[config.mk]
export PLATFORM = sky130hd
export DESIGN_NAME = uart_tx
export DESIGN_NICKNAME = d
export VERILOG_FILES = /design/src/rtl/uart_tx.sv
export SDC_FILE = /design/constraint.sdc
export NUM_CORES = 1
export LEC_CHECK = 0
export CORE_MARGIN = 3
export CORE_UTILIZATION = 45
export DETAILED_ROUTE_END_ITERATION = 7
export PLACE_DENSITY_LB_ADDON = 0.15
export SLEW_MARGIN = 0
export SYNTH_ARGS = -nofsm -noshare
export SYNTH_HDL_FRONTEND = slang
export SYNTH_SLANG_ARGS = --single-unit
[constraint.sdc]
create_clock -name clk_i -period 2.12 [get_ports clk_i]
set_input_delay 0.424 -clock clk_i [delete_from_list [all_inputs] [get_ports clk_i]]
set_output_delay 0.424 -clock clk_i [all_outputs]
set_load 0.02 [all_outputs]
[src/rtl/uart_tx.sv]
// UART transmit serializer: start, 8 data bits LSB first, optional parity (UART_TX_PARITY_EN), one stop bit.
// Latency: start bit on tx_o the cycle after acceptance; busy_o/tc_o/tx_o are registered.
// Backpressure: requests are sampled only in IDLE; a level held while busy is not re-sampled.
module uart_tx (
  input  logic        clk_i,
  input  logic        rst_i,
  input  logic        send_start_i,
  input  logic [7:0]  send_data_i,
  input  logic [5:0]  uart_cr_i,
  input  logic [15:0] uart_brr_i,
  output logic        tx_o,
  output logic        busy_o,
  output logic        tc_o
);

`ifdef UART_TX_PARITY_EN
  typedef enum logic [2:0] {IDLE, START, DATA, PARITY, STOP} state_t;
`else
  typedef enum logic [2:0] {IDLE, START, DATA, STOP} state_t;
`endif

  state_t      state_q, state_d;
  logic [15:0] cnt_q, cnt_d;
  logic [15:0] brr_q, brr_d;
  logic [7:0]  shift_q, shift_d;
  logic [2:0]  idx_q, idx_d;
  logic        busy_q, busy_d;
  logic        tc_q, tc_d;
  logic        tx_q, tx_d;
  logic        ue;
  logic        bit_end;

`ifdef UART_TX_PARITY_EN
  logic        pce_q, pce_d;
  logic        par_q, par_d;
  logic        unused_cr;
  assign unused_cr = ^uart_cr_i[3:1];
`else
  logic        unused_cr;
  assign unused_cr = ^uart_cr_i[5:1];
`endif

  assign ue      = uart_cr_i[0];
  assign bit_end = (cnt_q == brr_q);

  always_ff @(posedge clk_i) begin
    if (rst_i) begin
      state_q <= IDLE;
      cnt_q   <= '0;
      brr_q   <= '0;
      shift_q <= '0;
      idx_q   <= '0;
      busy_q  <= 1'b0;
      tc_q    <= 1'b0;
      tx_q    <= 1'b1;
`ifdef UART_TX_PARITY_EN
      pce_q   <= 1'b0;
      par_q   <= 1'b0;
`endif
    end else begin
      state_q <= state_d;
      cnt_q   <= cnt_d;
      brr_q   <= brr_d;
      shift_q <= shift_d;
      idx_q   <= idx_d;
      busy_q  <= busy_d;
      tc_q    <= tc_d;
      tx_q    <= tx_d;
`ifdef UART_TX_PARITY_EN
      pce_q   <= pce_d;
      par_q   <= par_d;
`endif
    end
  end

  always_comb begin
    state_d = state_q;
    cnt_d   = cnt_q + 16'd1;
    brr_d   = brr_q;
    shift_d = shift_q;
    idx_d   = idx_q;
    tc_d    = 1'b0;
`ifdef UART_TX_PARITY_EN
    pce_d   = pce_q;
    par_d   = par_q;
`endif

    case (state_q)
      IDLE: begin
        cnt_d = '0;
        if (ue && send_start_i) begin
          state_d = START;
          shift_d = send_data_i;
          brr_d   = uart_brr_i;
          idx_d   = '0;
`ifdef UART_TX_PARITY_EN
          pce_d   = uart_cr_i[4];
          par_d   = (^send_data_i) ^ uart_cr_i[5];
`endif
        end
      end
      START: begin
        if (bit_end) begin
          cnt_d   = '0;
          state_d = DATA;
        end
      end
      DATA: begin
        if (bit_end) begin
          cnt_d   = '0;
          shift_d = {1'b0, shift_q[7:1]};
          idx_d   = idx_q + 3'd1;
          if (idx_q == 3'd7) begin
`ifdef UART_TX_PARITY_EN
            state_d = pce_q ? PARITY : STOP;
`else
            state_d = STOP;
`endif
          end
        end
      end
`ifdef UART_TX_PARITY_EN
      PARITY: begin
        if (bit_end) begin
          cnt_d   = '0;
          state_d = STOP;
        end
      end
`endif
      STOP: begin
        if (bit_end) begin
          cnt_d   = '0;
          state_d = IDLE;
          tc_d    = 1'b1;
        end
      end
      default: begin
        cnt_d   = '0;
        state_d = IDLE;
      end
    endcase

    // Clearing UE mid-frame drops the frame silently; it overrides any bit-end transition.
    if ((state_q != IDLE) && !ue) begin
      state_d = IDLE;
      cnt_d   = '0;
      idx_d   = '0;
      tc_d    = 1'b0;
    end

    busy_d = (state_d != IDLE);
    case (state_d)
      START:   tx_d = 1'b0;
      DATA:    tx_d = shift_d[0];
`ifdef UART_TX_PARITY_EN
      PARITY:  tx_d = par_d;
`endif
      default: tx_d = 1'b1;
    endcase
  end

  assign tx_o   = tx_q;
  assign busy_o = busy_q;
  assign tc_o   = tc_q;

endmodule

# After elaboration in Yosys (flattened, before gate mapping)
# Cells that the tools add are included.
classes:
  n_addsub: 2
  n_mul: 0
  div: 0
  magnitude_cmp: 0
  n_eq_ne: 9
  shift: 0
  mux: 15
  n_bitwise: 2
  n_reduce_logical: 13
ops:
  columns: ["cell", "n"]
  rows:
  - ["3-bit 2-to-1 mux", 8]
  - ["16-bit by 1-bit adder with 16-bit output, second input constant", 1]
  - ["16-bit equality test", 1]
  - ["8-bit 2-to-1 mux", 2]
  - ["8-bit case mux with 2 select lines", 1]
  - ["3-bit case mux with 4 select lines", 1]
  - ["3-bit by 2-bit equality test with 1-bit output, second input constant", 3]
  - ["3-bit by 1-bit equality test with 1-bit output, second input constant", 2]
  - ["3-bit case mux with 2 select lines", 1]
  - ["3-bit nonzero test", 2]
  - ["3-bit OR reduction", 2]
  - ["2-bit inequality test, second input constant", 2]
  - ["4-bit OR reduction", 1]
  - ["3-bit by 1-bit adder with 3-bit output, second input constant", 1]
  - ["3-bit equality test, second input constant", 1]
  - ["3-bit zero test", 1]
  - ["3-bit AND reduction", 1]
  - ["1-bit logical AND", 2]
  - ["1-bit inverter", 2]
  - ["1-bit case mux with 2 select lines", 1]
  - ["2-bit AND reduction", 1]
  - ["2-bit nonzero test", 1]
  - ["2-bit OR reduction", 1]
  - ["1-bit zero test", 1]
  - ["1-bit 2-to-1 mux", 1]
totals:
  regBits: 49
  latchBits: 0
  ram_bits: 0
  mem_bits_ro: 0
  inputBits: 33
  out_inout_bits: 3
  wordCells: 50
  n_memories: 0

# Longest topological paths before layout
depth:
  depth_word: 7
  depth_mapped: 7
  depth_no_buf: 6

# Least setup slack after synthesis
# Ideal clock, no wire load.
synth_timing:
  path_type: "register to register"
  startpoint: "register cnt_q[2]"
  endpoint: "register tx_q, in the netlist tx_o"
  setup_ns: 0.129
  arrival_time_ns: 1.740
  t_required_ns: 1.991
  slack_ns: 0.251
  stages_incl_launch_ff: 7
  n_path_buf: 0
  synth_period_minus_slack_ns: 1.869
  path_cell_list: "dfxtp_1 xnor2_1 nand4_1 nor4_4 mux2_2 a211oi_1 a32oi_1"
synth_via:
  elab_chain_len: 6
  word_cells_on_any_way: 11
  cone_classes: "eq/ne: 3; mux: 8"
synth_rtl:
  columns: ["element", "line_no", "text"]
  rows:
  - ["start, declared", "23", "logic [15:0] cnt_q, cnt_d;"]
  - ["start signal, assigned", "62", "cnt_q <= cnt_d;"]
  - ["16-bit equality test (*)", "44", "assign bit_end = (cnt_q == brr_q);"]
  - ["3-bit 2-to-1 mux, on equally long branches", "131, 103, 109", null]
  - ["3-bit case mux with 4 select lines", "88", "case (state_q)"]
  - ["3-bit 2-to-1 mux", "144", "if ((state_q != IDLE) && !ue) begin"]
  - ["3-bit by 2-bit equality test with 1-bit output / 3-bit by 1-bit equality test with 1-bit output (equally long branches)", "152", "case (state_d)"]
  - ["1-bit case mux with 2 select lines (*)", "152", null]
  - ["end signal, assigned", "68", "tx_q <= tx_d;"]
  - ["end, declared", "29", "logic tx_q, tx_d;"]
# Every way passes the cells marked *; elsewhere a longest branch is shown, timed or not. The select of a mux whose other input is x is not followed.
# A chain may end at the register's enable or synchronous reset.

# Final worst setup path
layout_timing:
  startpoint: "register brr_q[11]"
  endpoint: "register tx_q, in the netlist tx_o"
layout_via:
  elab_chain_len: 6
  word_cells_on_any_way: 11
  cone_classes: "eq/ne: 3; mux: 8"
layout_rtl:
  columns: ["element", "line_no", "text"]
  rows:
  - ["start, declared", "24", "logic [15:0] brr_q, brr_d;"]
  - ["start signal, assigned", "63", "brr_q <= brr_d;"]
  - ["16-bit equality test (*)", "44", null]
  - ["3-bit 2-to-1 mux, on equally long branches", "131, 103, 109", null]
  - ["3-bit case mux with 4 select lines", "88", null]
  - ["3-bit 2-to-1 mux", "144", null]
  - ["3-bit by 2-bit equality test with 1-bit output / 3-bit by 1-bit equality test with 1-bit output (equally long branches)", "152", null]
  - ["1-bit case mux with 2 select lines (*)", "152", null]
# Marked as above.

==> results.yml <==
status:
  status: "completed"
global_route:
  grt_use_total_pct: 17.63
  grt_max_degree: 24
  grt_antenna_before_repair: 0
  grt_pass1_wl_mm: 7.410
  overflow: 0
  grt_pass1_vias: 1657
finish:
  fin_util_pct: 60.78
  final_nets: 330
  area_delta_synth_final_pct: 27.68
  n_antenna_cell: 0
  drive_above_1_share_pct: 10.54
power:
  p_per_area_nw_per_um2: 649.1
  p_leak_nw: 0.9514
  peakVddDrop_mv: 0.3876
critical_path:
  crit_arrival_ps: 2180
  cp-start-kind: "flop"
  critPathMaxStageDelay_ps: 360
  critPathLaunch: "brr_q[11]$_SDFFE_PP0P_"
  r2r-start: "brr_q[11]$_SDFFE_PP0P_"
  slowest_stage: "mux2_2"
  worst-setup-path-type: "flop to flop"
  cp-end-kind: "flop"
  crit_fanout: 8
  path_cells: "xnor2_2, nand4_1, nor4_4, buf_4, mux2_2, a211oi_1, a32oi_1"
  path_buf_inv: 1
  cp_data_required_time_ps: 2290
  crit_family: "simple AND/OR/NAND/NOR gates"
logic_synthesis:
  synthCells: 250
  syn_nets: 286
  muxShareOfSynthArea_pct: 1.538
  synthXorXnorAreaFrac_pct: 12.42
  synth_edf_count: 0
  synth_compound_area_share_pct: 12.83
  syn_area_um2: 2116
  ys_async_sr_fraction_pct: 0
  synth-seq-cells: 49
  synthDistinctLibCells: 33
  synth_top_family_by_area: "simple AND/OR/NAND/NOR gates"
  yosys.area_share.simple_pct: 22.29
  syn_avg_cell_area_um2: 8.463
  yosysSeqAreaShare_pct: 46.36
  synth_ff_type: "dfxtp_1"
  yosys.area_share.adder_pct: 1.774
  yosys_warnings: 0
cts:
  clock_path_buffers: 2
  cts_inserted_buffers: 5
  cts_tree: "built"
  clk_pin_slew_ps: 90
  ctsHoldBuffers: 0
  insertion_delay_ps: 300
  clock-root-buffer: "clkbuf_8"
  cts_num_sinks: 49
  h-tree-depth: 2
timing:
  worst_slew_pin_slew_ps: 642.5
  drv_slew: 0
  finalSetupTns_ps: 0
  setup_violations: 0
  finClkSkew_ps: 11.24
  slew_headroom_pct: 57.16
  finalCriticalPeriod_ps: 2004
  min_period_over_period_pct: 94.52
  max_freq_ghz: 0.4990
  grt_setup_unrepaired: "false"
  finalHoldViolations: 0
hold_path:
  hp-start: "shift_q[3]$_SDFFE_PP0P_"
  holdCritPathClass: "flop to flop"
detailed_routing:
  detail_route.wirelength_mm: 4.368
  drt_first_pass_iters: 4
  detail-route-antenna-nets: 0
  drtIter0Drc: 89
  via_per_inst: 5.043
  wl_per_cell_um: 12.62
  drcViolationCount: 0
  vias: 1745
die:
  io_pins: 36
  core-area_um2: 4444
  dieArea_um2: 5561
  rows: 24
  start_util_pct: 47.61
  chipHeight_um: 74.57
  die_w_um: 74.57
place:
  dp_hpwl_mm: 3.219
  place_congestion: 0.8216
  port_buffers: 30
run:
  cap_violations: 0
==> final timing paths <==
path / endpoint / slack, ps / depth (start not counted)
max: tx_o$_SDFF_PP1_ / 120 / 7
min: shift_q[3]$_SDFFE_PP0P_ / 460 / 2
max reg2reg: tx_o$_SDFF_PP1_ / 120 / 7
min reg2reg: shift_q[3]$_SDFFE_PP0P_ / 460 / 2
==> report_power, final <==
part | internal, W | leakage, nW | total (W) | switching, W
clock | 0.000343 | 0.0540 | 0.000636 | 0.000293
sequential | 0.000937 | 0.397 | 0.000951 | 0.0000134
combinational | 0.0000942 | 0.500 | 0.000166 | 0.0000721
==> state kept, by name, summed over array words and instances, names as in the netlist <==
register	cells
tc_o	1
state_q	3
busy_o	1
tx_o	1
shift_q	8
idx_q	3
brr_q	16
cnt_q	16
==> final cells by class <==
class                           count  area (µm²)
Fill cell                         416        1743
Timing Repair Buffer               48       447.9
Sequential cell                    49       982.2
Clock buffer                        5       68.82
Tap cell                           52       65.06
Clock inverter                      2       35.03
Multi-Input combinational cell    187        1091
Inverter                            3       11.26
==> timing repair <==
action / 4_1_cts / 5_1_grt
endpoints found under the hold margin: 0 / 0
setup endpoints to repair: 0 / 1
buffers inserted: 0 / 0
resized for setup: 0 / 3
==> synth_stat cells, types with 2 or more instances <==
cell / instances / area (µm²)
and3_1: 6 / 37.54
dfxtp_1: 49 / 980.9
xnor2_1: 22 / 192.7
nand3_1: 9 / 45.04
buf_2: 2 / 10.01
a22oi_1: 6 / 45.04
nor3_1: 4 / 20.02
a211oi_1: 2 / 15.01
nor2_1: 27 / 101.4
clkbuf_1: 8 / 30.03
ha_1: 3 / 37.54
inv_1: 3 / 11.26
xor2_1: 8 / 70.07
nand2_1: 47 / 176.4
a21oi_1: 26 / 130.1
nand4_1: 6 / 37.54
and2_1: 3 / 18.77
o21ai_0: 3 / 15.01
mux2_2: 2 / 22.52
==> through the flow <==
| step | setup slack (ps) | total power (W) | instance area (µm²) | cells | hold WS [ps] |
|---|---|---|---|---|---|
| after floorplan | 250.7 | 0.001051 | 2116 | 250 | 432.9 |
| after global placement | 68.06 | 0.001136 | 2585 | 339 | 442.4 |
| after detailed placement | 89.32 | 0.001138 | 2585 | 339 | 447.2 |
| after CTS | 61.29 | 0.001777 | 2689 | 346 | 460.1 |
| after global routing | 0.2760 | 0.001820 | 2701 | 346 | 478.2 |
| final | 116.2 | 0.001753 | 2701 | 346 | 458.6 |
==> logic make-up (layout without fill, tap and decap cells) <==
logic type / count (synthesis) / after routing
muxes: 3 / 3
and+or+nand+nor: 105 / 105
AOI/OAI and AO/OA: 45 / 45
buffers and inverters: 14 / 58
adders and majority gates: 3 / 3
DFF: 49 / 49
other: 1 / 1
xor gates and xnor gates: 30 / 30
==> metal layers <==
| layer | wire length (µm) | up-vias | share of wire, % | GRT usage (%) |
|---|---|---|---|---|
| met5 | 0 | - | 0 | 0 |
| li1 | - | 927 | - | - |
| met3 | 153 | 7 | 3.5 | 4.054 |
| met4 | 72 | 0 | 1.6 | 7.708 |
| met1 | 2223 | 783 | 51 | 23.78 |
| met2 | 1918 | 28 | 44 | 26.93 |
==> tightest hold or removal path, cell delays in order (launching register included) <==
cell     delay [ps]
dfxtp_1         320
nand2_1          50
a21oi_1          50
==> cell usage in the layout, fill, tap and decap left out, types with 2 or more instances in the layout <==
| cell | netlist | layout |
|---|---|---|
| o21ai_0 | 3 | 3 |
| clkbuf_8 | 0 | 5 |
| and2_1 | 3 | 3 |
| xor2_1 | 8 | 8 |
| a211oi_1 | 2 | 2 |
| ha_1 | 3 | 3 |
| mux2_2 | 2 | 2 |
| clkdlybuf4s50_1 | 0 | 30 |
| nor2_1 | 27 | 27 |
| nand2_1 | 47 | 47 |
| a22oi_1 | 6 | 6 |
| a21oi_1 | 26 | 25 |
| nor3_1 | 4 | 4 |
| inv_1 | 3 | 3 |
| buf_4 | 0 | 17 |
| nand4_1 | 6 | 6 |
| and3_1 | 6 | 6 |
| xnor2_1 | 22 | 21 |
| nand3_1 | 9 | 9 |
| dfxtp_1 | 49 | 48 |
Note: power is estimated with default switching activity, not from simulation.
